File: src/rtl/ws2812_input.sv
// ws2812_input: receive-side WS2812 decoder. Synchronises din, measures high
// pulses into bits (MSB first), emits one byte per data_valid strobe, and flags
// the inter-frame latch gap and malformed pulses.
// Optional build macro WS2812_INPUT_FILTER_EN adds a 3-sample majority filter
// after the synchronizer (rejects 1-cycle glitches, +1 cycle latency).
module ws2812_input #(
    parameter int unsigned BIT_THRESHOLD = 7,
    parameter int unsigned MAX_HIGH      = 24,
    parameter int unsigned RESET_CYCLES  = 600
) (
    input  logic        CLK,
    input  logic        rst,
    input  logic        din,
    output logic [7:0]  data,
    output logic        data_valid,
    output logic [15:0] byte_index,
    output logic        latch,
    output logic        error
);

    localparam int unsigned LW = $clog2(RESET_CYCLES + 1);
    localparam int unsigned HW = $clog2(MAX_HIGH + 2);

    typedef enum logic [1:0] {SYNC, IDLE, HIGH, LOW} state_t;

    state_t        state, state_nx;
    logic [LW-1:0] low_cnt, low_cnt_nx;
    logic [HW-1:0] high_cnt, high_cnt_nx;
    logic [2:0]    bit_cnt, bit_cnt_nx;
    logic [7:0]    shreg, shreg_nx;
    logic          byte_c, latch_c, err_c;
    logic          byte_p, latch_p, err_p;
    logic [7:0]    byte_q;
    logic          din_m, din_r;
    logic          din_s;

    // Two-flop synchronizer for the asynchronous serial line
    always_ff @(posedge CLK) begin
        if (rst) begin
            din_m <= 1'b0;
            din_r <= 1'b0;
        end else begin
            din_m <= din;
            din_r <= din_m;
        end
    end

`ifdef WS2812_INPUT_FILTER_EN
    logic din_r1, din_r2;

    // Sample history for the majority vote
    always_ff @(posedge CLK) begin
        if (rst) begin
            din_r1 <= 1'b0;
            din_r2 <= 1'b0;
        end else begin
            din_r1 <= din_r;
            din_r2 <= din_r1;
        end
    end

    assign din_s = (din_r & din_r1) | (din_r & din_r2) | (din_r1 & din_r2);
`else
    assign din_s = din_r;
`endif

    // Decoder state register
    always_ff @(posedge CLK) begin
        if (rst) begin
            state    <= SYNC;
            low_cnt  <= '0;
            high_cnt <= '0;
            bit_cnt  <= '0;
            shreg    <= '0;
        end else begin
            state    <= state_nx;
            low_cnt  <= low_cnt_nx;
            high_cnt <= high_cnt_nx;
            bit_cnt  <= bit_cnt_nx;
            shreg    <= shreg_nx;
        end
    end

    // Next-state logic: pulse measurement, bit shifting, gap detection
    always_comb begin
        state_nx    = state;
        low_cnt_nx  = low_cnt;
        high_cnt_nx = high_cnt;
        bit_cnt_nx  = bit_cnt;
        shreg_nx    = shreg;
        byte_c      = 1'b0;
        latch_c     = 1'b0;
        err_c       = 1'b0;
        case (state)
            SYNC: begin
                bit_cnt_nx  = '0;
                high_cnt_nx = '0;
                if (din_s) begin
                    low_cnt_nx = '0;
                end else if (low_cnt == LW'(RESET_CYCLES - 1)) begin
                    low_cnt_nx = '0;
                    state_nx   = IDLE;
                end else begin
                    low_cnt_nx = low_cnt + LW'(1);
                end
            end
            IDLE: begin
                bit_cnt_nx = '0;
                low_cnt_nx = '0;
                if (din_s) begin
                    high_cnt_nx = HW'(1);
                    state_nx    = HIGH;
                end
            end
            HIGH: begin
                if (din_s) begin
                    if (high_cnt >= HW'(MAX_HIGH)) begin
                        // Pulse too long: drop the partial byte and resync
                        err_c       = 1'b1;
                        high_cnt_nx = '0;
                        low_cnt_nx  = '0;
                        bit_cnt_nx  = '0;
                        state_nx    = SYNC;
                    end else begin
                        high_cnt_nx = high_cnt + HW'(1);
                    end
                end else begin
                    shreg_nx   = {shreg[6:0], (high_cnt >= HW'(BIT_THRESHOLD))};
                    bit_cnt_nx = bit_cnt + 3'(1);
                    byte_c     = (bit_cnt == 3'd7);
                    low_cnt_nx = LW'(1);
                    state_nx   = LOW;
                end
            end
            LOW: begin
                if (din_s) begin
                    high_cnt_nx = HW'(1);
                    low_cnt_nx  = '0;
                    state_nx    = HIGH;
                end else if (low_cnt == LW'(RESET_CYCLES - 1)) begin
                    // End of frame; a partially received byte is malformed
                    latch_c    = 1'b1;
                    err_c      = (bit_cnt != 3'd0);
                    bit_cnt_nx = '0;
                    low_cnt_nx = '0;
                    state_nx   = IDLE;
                end else begin
                    low_cnt_nx = low_cnt + LW'(1);
                end
            end
            default: state_nx = SYNC;
        endcase
    end

    // Event stage: capture completed byte and strobes
    always_ff @(posedge CLK) begin
        if (rst) begin
            byte_p  <= 1'b0;
            latch_p <= 1'b0;
            err_p   <= 1'b0;
            byte_q  <= '0;
        end else begin
            byte_p  <= byte_c;
            latch_p <= latch_c;
            err_p   <= err_c;
            if (byte_c) begin
                byte_q <= shreg_nx;
            end
        end
    end

    // Output registers; byte_index advances after each delivered byte
    always_ff @(posedge CLK) begin
        if (rst) begin
            data       <= '0;
            data_valid <= 1'b0;
            byte_index <= '0;
            latch      <= 1'b0;
            error      <= 1'b0;
        end else begin
            data_valid <= byte_p;
            latch      <= latch_p;
            error      <= err_p;
            if (byte_p) begin
                data <= byte_q;
            end
            if (latch_p || err_p) begin
                byte_index <= '0;
            end else if (data_valid) begin
                byte_index <= byte_index + 16'(1);
            end
        end
    end

endmodule

File: config.mk
export PLATFORM = sky130hd
export DESIGN_NAME = ws2812_input
export DESIGN_NICKNAME = d
export VERILOG_FILES = /design/src/rtl/ws2812_input.sv
export SDC_FILE = /design/constraint.sdc
export NUM_CORES = 1
export LEC_CHECK = 0
export ABC_CLOCK_PERIOD_IN_PS = 3200
export BUFFER_PORTS_ARGS = -buffer_cell sky130_fd_sc_hd__clkbuf_2
export CAP_MARGIN = 20
export CORE_MARGIN = 2
export CORE_UTILIZATION = 60
export CTS_CLUSTER_DIAMETER = 100
export DETAILED_ROUTE_END_ITERATION = 10
export GPL_ROUTABILITY_DRIVEN = 0
export GPL_TIMING_DRIVEN = 0
export PLACE_DENSITY = 0.88
export SYNTH_ARGS = -nofsm -noshare
export SYNTH_HDL_FRONTEND = slang
export SYNTH_SLANG_ARGS = --single-unit
File: constraint.sdc
create_clock -name CLK -period 3.2 [get_ports CLK]
set_input_delay 0.16 -clock CLK [delete_from_list [all_inputs] [get_ports CLK]]
set_output_delay 0.16 -clock CLK [all_outputs]
set_load 0.005 [all_outputs]
==> results of run 1 <==
==> through the flow <==
| step | total power [mW] | std cells | hold slack [ns] |
|---|---|---|---|
| CTS | 1.59 | 457 | 0.0225 |
| floorplan | 0.886 | 345 | 0.288 |
| finish | 1.58 | 457 | 0.0291 |
| detailed placement | 0.896 | 441 | 0.378 |
| global placement | 0.895 | 441 | 0.374 |
| global route | 1.63 | 457 | 0.0517 |
==> cell families (layout without fill, tap and decap cells) <==
kind of cell / count (synthesis) / in the layout / synth area share
muxes: 12 / 12 / 0.0407
adders and majority gates: 12 / 12 / 0.0503
and+or+nand+nor: 161 / 161 / 0.271
buffers and inverters: 21 / 66 / 0.0268
AOI/OAI and AO/OA: 61 / 61 / 0.130
DFF: 67 / 67 / 0.449
xor gates and xnor gates: 11 / 11 / 0.0323
==> worst max-delay path, delay by kind of cell, from the launching register on <==
kind,cells,cell delay [ns]
DFF,1,0.39
AOI/OAI and AO/OA,2,0.44
buffers and inverters,1,0.11
adders and majority gates,1,0.31
and+or+nand+nor,2,0.74
==> area by class of cell <==
type / count / area (sq um) / share of cell area
clock buffers: 9 / 124 / 0.0363
multi-input cells: 257 / 1560 / 0.458
plain buffers: 16 / 61.3 / 0.0180
repair buffers: 29 / 145 / 0.0425
flip-flops and latches: 67 / 1340 / 0.393
inverters: 5 / 18.8 / 0.00550
well taps: 67 / 83.8 / 0.0246
clock inverters: 7 / 76.3 / 0.0224
==> worst paths after layout <==
check                           slack, ns         end
worst min-delay path                 0.03       din_m
worst max-delay path                 1.14  low_cnt[7]
worst min register to register       0.45       din_r
worst max register to register       1.14  low_cnt[7]
==> power groups by stage <==
| stage | combinational (mW) | clock [mW] | sequential [mW] |
|---|---|---|---|
| 2_1_floorplan | 0.0264 | 0 | 0.859 |
| 4_1_cts | 0.0359 | 0.709 | 0.841 |
| 3_5_place_dp | 0.0363 | 0 | 0.860 |
| 6_report | 0.0361 | 0.703 | 0.841 |
| 3_3_place_gp | 0.0352 | 0 | 0.860 |
| 5_1_grt | 0.0402 | 0.748 | 0.841 |
==> state kept, by name, summed over array words and instances, names as in the netlist <==
register	cells
din_m	1
byte_p	1
byte_q	8
high_cnt	5
err_p	1
state	2
byte_index	16
shreg	7
bit_cnt	3
din_r	1
error	1
latch	1
data	8
latch_p	1
data_valid	1
low_cnt	10
==> layer usage <==
layer	wire length, microns	global-route usage
met2	2890	0.372
met1	2770	0.295
met4	100	0.0933
met3	283	0.0596
met5	0	0
==> placed cells by master (no fill, tap or decap), drive strengths merged, types with 8 or more instances in the layout <==
| cell type | count |
|---|---|
| dfxtp | 67 |
| clkbuf | 52 |
| nand2 | 47 |
| nor2 | 40 |
| a21oi | 27 |
| nand3 | 14 |
| ha | 12 |
| mux2i | 11 |
| a31oi | 11 |
| nand4 | 8 |
==> summary.txt, run 1 <==
Worst setup path
  – Crit path cell chain: inv_1, ha_1, or3_1, a31o_2, or3_1, a31oi_1
  – Reg2reg start: state[0]
  – Critical Path Source: state[0]
  – CP required: around 3.5 ns
  – Slowest stage delay, CP: a little under 0.4 ns
  – Maximum fanout along the worst path: 4
  – Crit end category: flop
  – CP arrival: 2.33 ns
  – Worst path slowest cell: dfxtp_1
  – Crit Path Class: reg2reg
  – Most frequent CP cell: or3_1
  – Crit path launch type: flop
  – R2R depth: 6

Worst hold path
  – Worst min path class: in2reg
  – Worst Hold Path Cells: 2
  – Hold Path Origin: din

Clock network
  – Resize count post-CTS: 0
  – Clock latency on the worst-skew pair: 0.34 ns
  – CTS buffer count: 9
  – H-tree Lvls: 3
  – Clk buf depth: 2
  – Clock sink total: 67
  – Clk slew on worst S/H paths: approximately 0.08 ns
  – Setup Buffers After CTS: 0
  – Root Driver: clkbuf_8
  – CTS tree: done
  – Number of buffers inserted by hold repair at cts: 0

Synthesis
  – Most common cell in the synthesized netlist: dfxtp_1
  – Post-Synthesis Cells: between 300 and 400
  – Number of enable flip-flop cells after synthesis: 0
  – Mapped Area: 2980 sq um
  – Most area-consuming cells after synthesis: dfxtp_1 (45%), nand2_1 (5.9%), ha_1 (5.0%)
  – Post-synth top cells: dfxtp_1 (67), nand2_1 (47), nor2_1 (40)
  – Area leader, netlist: dfxtp_1
  – Asr flop ratio synth: 0
  – Post-synthesis sequential area ratio: 0.449
  – Avg Inst Size Synth: around 8.6 sq um
  – Synthesized Nets: between 300 and 400
  – Top cell type's share of synthesized area: 0.449
  – Prevailing post-synth register cell: dfxtp_1
  – Synth Warn #: 0
  – Distinct cells, synth: 46
  – #FFs+latches synth: 67

Drt
  – Drt wl/cell: between 10 and 15 microns
  – Post-DRT Antenna Nets: 0
  – Vias: between 2000 and 3000
  – Initial drt markers: ~160
  – Drt drc: 0
  – Routed vias/inst: 5.63
  – Drt pass-1 iters: 4
  – WL final: roughly 6.0 mm

Floorplan
  – Std-Cell Rows: 25
  – Die H: between 70 and 80 microns
  – Number of top-level pins: 30
  – Initial Util: 0.628
  – Die width: about 75 microns
  – Core ar.: about 4800 sq um
  – Die ar.: 5550 sq um

Power and ir drop
  – Internal power: between 1 and 1.5 mW
  – Worst vdd ir: between 0.3 and 0.4 mV
  – Logic pwr share: 0.023
  – PD cells: between 400 and 500 nW/um^2
  – Psw: about 370 uW
  – Leak pwr: around 1.3 nW
  – Reg power frac: 0.532
  – Clock share of power: 0.445
  – Switch share: 0.233

STA
  – Fin Setup TNS: 0 ns
  – # setup viols final: 0
  – Slew headroom: 0.562
  – Clock skew: 0.0126 ns
  – Period minus WS final: slightly above 2 ns
  – Final Hold Viols: 0
  – Fmax: around 0.48 GHz
  – Final slew viol count: 0
  – Unrepaired setup endpoints after global routing: no
  – Worst-Margin Slew: around 0.66 ns
  – Final period util: 0.645
  – Final WS setup: around 1.1 ns

Global route
  – Vias in the first global route: between 2000 and 2500
  – First-pass GRT wire length: approximately 10 mm
  – Initial antenna violation count: 0
  – Largest net degree at the start of global routing: 14
  – Overflow after GRT: 0
  – Overall routing resource usage: 0.230

Place
  – Placed cell areas: roughly 3200 sq um
  – IO Port Bufs: 29
  – HPWL Detailed: roughly 4.1 mm
  – Dpl ws: ~1.2 ns

Layout
  – Design Area, Final: ~3400 sq um
  – Filler cells: about 350
  – Area Growth Syn to Fin: 14.4%
  – Layout cells sized above 1: 0.141
  – Layout Nets: 400
  – Post-Route Utilization: 0.718
  – Diodes inserted: 0

Outcome
  – Status: finished clean

Job
  – Max-cap violations: 0
Power figures use the tool's default switching activity.
==> inputs of run 2 (changes only) <==
==> config.mk (replaced) <==
export PLATFORM = sky130hd
export DESIGN_NAME = ws2812_input
export DESIGN_NICKNAME = d
export VERILOG_FILES = /design/src/rtl/ws2812_input.sv
export SDC_FILE = /design/constraint.sdc
export NUM_CORES = 1
export LEC_CHECK = 0
export ABC_CLOCK_PERIOD_IN_PS = 1860
export BUFFER_PORTS_ARGS = -buffer_cell sky130_fd_sc_hd__clkbuf_2
export CAP_MARGIN = 20
export CORE_MARGIN = 2
export CORE_UTILIZATION = 52
export CTS_CLUSTER_DIAMETER = 100
export DETAILED_ROUTE_END_ITERATION = 10
export GPL_ROUTABILITY_DRIVEN = 0
export GPL_TIMING_DRIVEN = 0
export PLACE_DENSITY = 0.81
export SYNTH_ARGS = -nofsm -noshare
export SYNTH_HDL_FRONTEND = slang
export SYNTH_SLANG_ARGS = --single-unit
==> constraint.sdc (replaced) <==
create_clock -name CLK -period 1.86 [get_ports CLK]
set_input_delay 0.093 -clock CLK [delete_from_list [all_inputs] [get_ports CLK]]
set_output_delay 0.093 -clock CLK [all_outputs]
set_load 0.005 [all_outputs]
==> run 2 against run 1 <==
Against the previous run: core utilization is 7.9 points lower; die area rose by 15%; clock skew down 0.00055 ns; wire length increased by 2.8%; critical path depth is the same; power increased by 73%; highest routed layer unchanged; count of clock-buffer cells in the layout increased by 1; sequential cell count unchanged; cell count rose by 1.3%; sequential power is 71% higher; register-to-register slack got worse by 1.1 ns.
==> summary.txt, run 2 (synthesized netlist as in run 1, its figures left out) <==
Power and ir drop
  – Leak pwr: about 1.3 nW
  – Internal power: around 2.1 mW
  – Psw: between 600 and 700 uW
  – Switch share: 0.226
  – Logic pwr share: 0.025
  – Reg power frac: 0.528
  – PD cells: a little under 800 nW/um^2
  – Worst vdd ir: between 0.8 and 0.9 mV
  – Clock share of power: 0.448

STA
  – Worst-Margin Slew: roughly 0.6 ns
  – Slew headroom: 0.590
  – Clock skew: between 0.01 and 0.015 ns
  – Period minus WS final: roughly 1.8 ns
  – Fmax: ~0.55 GHz
  – Final period util: 0.973
  – Final slew viol count: 0
  – Final Hold Viols: 0
  – # setup viols final: 0

Worst hold path
  – Worst Hold Path Cells: 5
  – Worst Hold Endpoint: byte_index[14]
  – Worst min path class: in2reg
  – Hold Path Origin: rst

Job
  – Max-cap violations: 0

Place
  – HPWL Detailed: 4.09 mm
  – IO Port Bufs: 29
  – Placed cell areas: roughly 3200 sq um

Drt
  – Routed vias/inst: about 5.6
  – Initial drt markers: about 160
  – Post-DRT Antenna Nets: 0
  – Drt wl/cell: 13.4 microns
  – WL final: between 6 and 7 mm
  – Drt pass-1 iters: 5
  – Drt drc: 0
  – Vias: about 2600

Worst setup path
  – R2R depth: 6
  – Worst path slowest cell: dfxtp_4
  – Crit path launch type: flop
  – CP arrival: 2.08 ns
  – R2R Setup Slk: 0.05 ns
  – CP required: between 2 and 2.5 ns
  – Maximum fanout along the worst path: 4
  – Reg2reg start: state[0]
  – Slowest stage delay, CP: about 0.39 ns
  – CP top delay family: simple AND/OR/NAND/NOR gates
  – Crit end category: flop
  – RR Endpoint: low_cnt[9]
  – Crit path cell chain: inv_6, ha_4, or3_4, a31o_4, or3_1, a31oi_1
  – Crit Path Class: reg2reg
  – Worst path bufs/invs: 1

Layout
  – Max FFs per register: 16
  – Largest registers: byte_index: 16 flops, low_cnt: 10 flops
  – Reg with most FFs: byte_index
  – Most frequent cells in the layout: dfxtp_1 (64), nand2_1 (47), nor2_1 (39)
  – Layout cells sized above 1: 0.189
  – Area Growth Syn to Fin: 18.5%
  – Post-Route Utilization: 0.638
  – Filler cells: 441
  – Diodes inserted: 0
  – Design Area, Final: between 3000 and 4000 sq um
  – FF+latch area: between 1000 and 1500 sq um
  – Leading cell type in the layout, fill and taps excluded: dfxtp_1
  – Area occupied by multi-input gates: 1650 sq um
  – Layout Nets: between 400 and 500

Clock network
  – H-tree Lvls: 3
  – Clk buf depth: 2
  – Clk slew on worst S/H paths: ~0.080 ns
  – Clock sink total: 67
  – CTS tree: done
  – Setup Buffers After CTS: 0
  – Root Driver: clkbuf_8
  – CTS buffer count: 9
  – Clock latency on the worst-skew pair: 0.34 ns

Floorplan
  – Core ar.: approximately 5500 sq um
  – Std-Cell Rows: 27
  – Die H: 79.8 microns
  – Number of top-level pins: 30
  – Die ar.: 6360 sq um
  – Initial Util: 0.539
  – Die width: 79.8 microns

Global route
  – Overflow after GRT: 0
  – Largest net degree at the start of global routing: 13
  – Overall routing resource usage: 0.200
  – Initial antenna violation count: 0
  – First-pass GRT wire length: about 10 mm
  – Vias in the first global route: between 2000 and 2500

Outcome
  – Status: finished clean
[run 2: changes by cell type in the layout (fill, tap and decap cells not counted), sizes merged]
cell and delta:
clkbuf +1, dlygate4sd3 +1, clkinvlp -1, inv -1
clkinv +1
[run 2: worst max path at each step]
| stage | start | end | depth (start not counted) |
|---|---|---|---|
| 2_1_floorplan | state[1] | low_cnt[5] | 6 |
| 5_1_grt | state[0] | low_cnt[9] | 6 |
| 3_5_place_dp | state[1] | low_cnt[5] | 6 |
| 3_3_place_gp | state[1] | low_cnt[5] | 6 |
| 6_report | state[0] | low_cnt[9] | 6 |
| 4_1_cts | state[0] | low_cnt[6] | 6 |
[run 2: timing repair]
item,in CTS,in global routing
setup endpoints to repair,11,21
resized for setup,11,16
endpoints found under the hold margin,1,0
pin swaps,1,7
hold buffers,1,0
[run 2: worst register-to-register path, stage by stage, from the launching register on]
cell,delay (ns)
dfxtp_4,0.39
inv_6,0.05
ha_4,0.23
or3_4,0.35
a31o_4,0.23
or3_1,0.34
a31oi_1,0.15
[run 2: layout make-up]
type,count,share of cell area
Multi-Input combinational cell,257,0.466
Sequential cell,67,0.382
Timing Repair Buffer,30,0.0439
Clock buffer,10,0.0389
Tap cell,72,0.0255
Clock inverter,6,0.0184
Buffer,16,0.0184
Inverter,5,0.00743
[run 2: power by group through the flow]
stage,clock network [mW],registers [mW],logic [mW]
final,1.22,1.44,0.0675
after global routing,1.33,1.44,0.0760
after CTS,1.25,1.45,0.0661
after detailed placement,0,1.48,0.0619
after global placement,0,1.48,0.0604
after floorplan,0,1.48,0.0454
[run 2: stage by stage]
stage          TNS (ns)  power, mW  hold WS (ns)  cells  setup WS [ns]
6_report              0       2.74         0.258    463         0.0499
5_1_grt        -0.00596       2.85         0.266    463       -0.00396
4_1_cts               0       2.77         0.244    463         0.0140
3_5_place_dp     -0.785       1.54         0.311    446         -0.133
3_3_place_gp     -0.402       1.54         0.307    446        -0.0912
2_1_floorplan         0       1.52         0.221    345         0.0145
[run 2: layer usage]
layer	share of wire	GRT usage
met5	0	0
met4	0.014	0.0559
met3	0.050	0.0611
met2	0.47	0.326
met1	0.47	0.255
==> inputs of run 3 (changes only) <==
==> config.mk (replaced) <==
export PLATFORM = sky130hd
export DESIGN_NAME = ws2812_input
export DESIGN_NICKNAME = d
export VERILOG_FILES = /design/src/rtl/ws2812_input.sv
export SDC_FILE = /design/constraint.sdc
export NUM_CORES = 1
export LEC_CHECK = 0
export ABC_CLOCK_PERIOD_IN_PS = 1930
export BUFFER_PORTS_ARGS = -buffer_cell sky130_fd_sc_hd__clkbuf_2
export CAP_MARGIN = 20
export CORE_MARGIN = 2
export CORE_UTILIZATION = 58
export CTS_BUF_LIST = sky130_fd_sc_hd__clkbuf_8 sky130_fd_sc_hd__clkbuf_16
export CTS_CLUSTER_DIAMETER = 100
export DETAILED_ROUTE_END_ITERATION = 10
export GPL_ROUTABILITY_DRIVEN = 0
export GPL_TIMING_DRIVEN = 0
export PLACE_DENSITY = 0.86
export SYNTH_ARGS = -nofsm -noshare
export SYNTH_HDL_FRONTEND = slang
export SYNTH_SLANG_ARGS = --single-unit
==> constraint.sdc (replaced) <==
create_clock -name CLK -period 1.93 [get_ports CLK]
set_input_delay 0.0965 -clock CLK [delete_from_list [all_inputs] [get_ports CLK]]
set_output_delay 0.0965 -clock CLK [all_outputs]
set_load 0.005 [all_outputs]
==> run 3 against run 2 <==
Against the previous run: count of clock-buffer cells in the layout shrank 1; critical path depth unchanged; sequential power is 3% lower; hold slack better by 0.022 ns; wire length fell by 1.2%; clock power up 17%; fmax decreased by 3.6%; sequential share of layout area barely moved; first-iteration DRC count fell by 18%.
==> summary.txt, run 3 (synthesized netlist as in run 1, its figures left out) <==
Outcome
  – Status: finished clean

Worst setup path
  – Slowest stage delay, CP: ~0.64 ns
  – Critical Path Source: state[1]
  – CP required: between 2 and 2.5 ns
  – Crit Path Class: reg2reg
  – Crit path cell chain: inv_4, ha_1, nor3_2, nor2_1, or4b_2, a21oi_1
  – R2R depth: 6
  – Critical Path Sink: high_cnt[2]
  – Crit path launch type: flop
  – Maximum fanout along the worst path: 6
  – CP arrival: approximately 2.2 ns
  – R2R Setup Slk: around 0.053 ns
  – Reg2reg start: state[1]
  – Crit end category: flop
  – RR Endpoint: high_cnt[2]
  – Worst path slowest cell: or4b_2

Clock network
  – Clock latency on the worst-skew pair: approximately 0.35 ns
  – H-tree Lvls: 3
  – CTS tree: done
  – Clock sink total: 67
  – Clk buf depth: 2
  – Clk slew on worst S/H paths: 0.07 ns
  – CTS buffer count: 9
  – Root Driver: clkbuf_8

Layout
  – Design Area, Final: roughly 3500 sq um
  – Largest registers: byte_index: 16 flops, low_cnt: 10 flops
  – Max FFs per register: 16
  – Layout cells sized above 1: 0.174
  – Most frequent cells in the layout: dfxtp_1 (64), nand2_1 (47), nor2_1 (40)
  – Layout Nets: 401
  – Reg with most FFs: byte_index
  – Area Growth Syn to Fin: 18.2%
  – Final std cells w/o fill: ~460
  – Leading cell type in the layout, fill and taps excluded: dfxtp_1
  – Diodes inserted: 0

Power and ir drop
  – Leak pwr: 1.36 nW
  – Post-layout power: ~2.9 mW
  – Worst vdd ir: approximately 0.4 mV
  – PD cells: around 800 nW/um^2

Worst hold path
  – Hold Path Origin: rst
  – Worst min path class: in2reg

Drt
  – Routed vias/inst: roughly 5.6
  – Vias: 2569
  – Post-DRT Antenna Nets: 0
  – Drt drc: 0
  – Drt wl/cell: 13.3 microns
  – Initial drt markers: approximately 130
  – WL final: roughly 6.1 mm
  – Drt pass-1 iters: 4

Global route
  – Vias in the first global route: 2193
  – Largest net degree at the start of global routing: 14
  – Routing usage on met3: 0.0529
  – Overflow after GRT: 0
  – Initial antenna violation count: 0
  – GRT Max-Usage Layer: met2
  – M1 GR Usage: 0.278
  – Met2 usage: 0.357
  – First-pass GRT wire length: just under 10 mm
  – Overall routing resource usage: 0.224

Floorplan
  – Die ar.: 5740 sq um
  – Core ar.: around 5000 sq um
  – Number of top-level pins: 30
  – Initial Util: 0.592
  – Die width: ~76 microns
  – Std-Cell Rows: 26
  – Die H: around 76 microns

Job
  – Max-cap violations: 0

STA
  – Worst-Margin Slew: about 0.64 ns
  – Final WS setup: around 0.053 ns
  – Final period util: 0.972
  – Period minus WS final: about 1.9 ns
  – # setup viols final: 0
  – Final Hold Viols: 0
  – Final slew viol count: 0
  – Clock skew: around 0.011 ns
  – Slew headroom: 0.570
  – Fmax: 0.533 GHz

Place
  – Placed Instances: about 440
  – Placed cell areas: ~3200 sq um
  – IO Port Bufs: 29
  – Dpl ws: -0.137 ns
  – HPWL Detailed: between 4 and 5 mm
[run 3: changes by cell type in the layout (fill, tap and decap cells not counted), sizes merged]
cell and change:
bufinv +2, inv +1, clkinv -2, buf +1, clkbuf -2
[run 3: worst min path at each step]
| stage | depth (start not counted) | endpoint | slack (ns) |
|---|---|---|---|
| global placement | 2 | din_m | 0.31 |
| floorplan | 1 | din_m | 0.22 |
| detailed placement | 2 | din_m | 0.32 |
| finish | 5 | byte_index[14] | 0.28 |
| CTS | 5 | byte_index[14] | 0.25 |
| global route | 5 | byte_index[12] | 0.30 |
[run 3: per-layer routing]
layer	wire (microns)	part of all wire
met1	2840	0.46
met2	2880	0.47
met3	283	0.046
met4	138	0.022
met5	0	0
[run 3: power breakdown]
group	internal (mW)	total (mW)	leakage (nW)	switching, mW
Sequential	1.39	1.39	0.542	0.00611
Clock	0.866	1.43	0.120	0.562
Combinational	0.0233	0.0642	0.694	0.0409
Total	2.28	2.89	1.36	0.609
[run 3: cell type report]
| cell class | count | area (sq um) |
|---|---|---|
| plain buffers | 15 | 60.1 |
| clock buffers | 9 | 124 |
| clock inverters | 7 | 124 |
| fillers | 368 | 1520 |
| inverters | 5 | 23.8 |
| multi-input cells | 257 | 1600 |
| flip-flops and latches | 67 | 1350 |
| well taps | 70 | 87.6 |
| repair buffers | 31 | 163 |
[run 3: repair_timing]
action,4_1_cts,5_1_grt
setup buffers,1,0
gates resized for setup,5,12
pin swaps,1,3
endpoints found under the setup margin,10,20
hold endpoints to repair,1,0
hold buffers,1,0
[run 3: worst max-delay path: cells and delay by family (launching register included)]
family,cells,cell delay [ns]
AND/OR/NAND/NOR,3,0.99
flip-flops,1,0.37
AO/OA/AOI/OAI,1,0.15
buffers and inverters,1,0.06
adder cells (fa/ha/maj),1,0.23
[run 3: metrics by stage]
stage | utilization | setup TNS (ns) | hold slack (ns)
after floorplan | - | 0 | 0.225
after global placement | 0.638 | -0.280 | 0.309
after detailed placement | 0.638 | -0.667 | 0.318
after CTS | 0.694 | 0 | 0.255
after global routing | 0.700 | -0.0259 | 0.305
final | 0.700 | 0 | 0.280
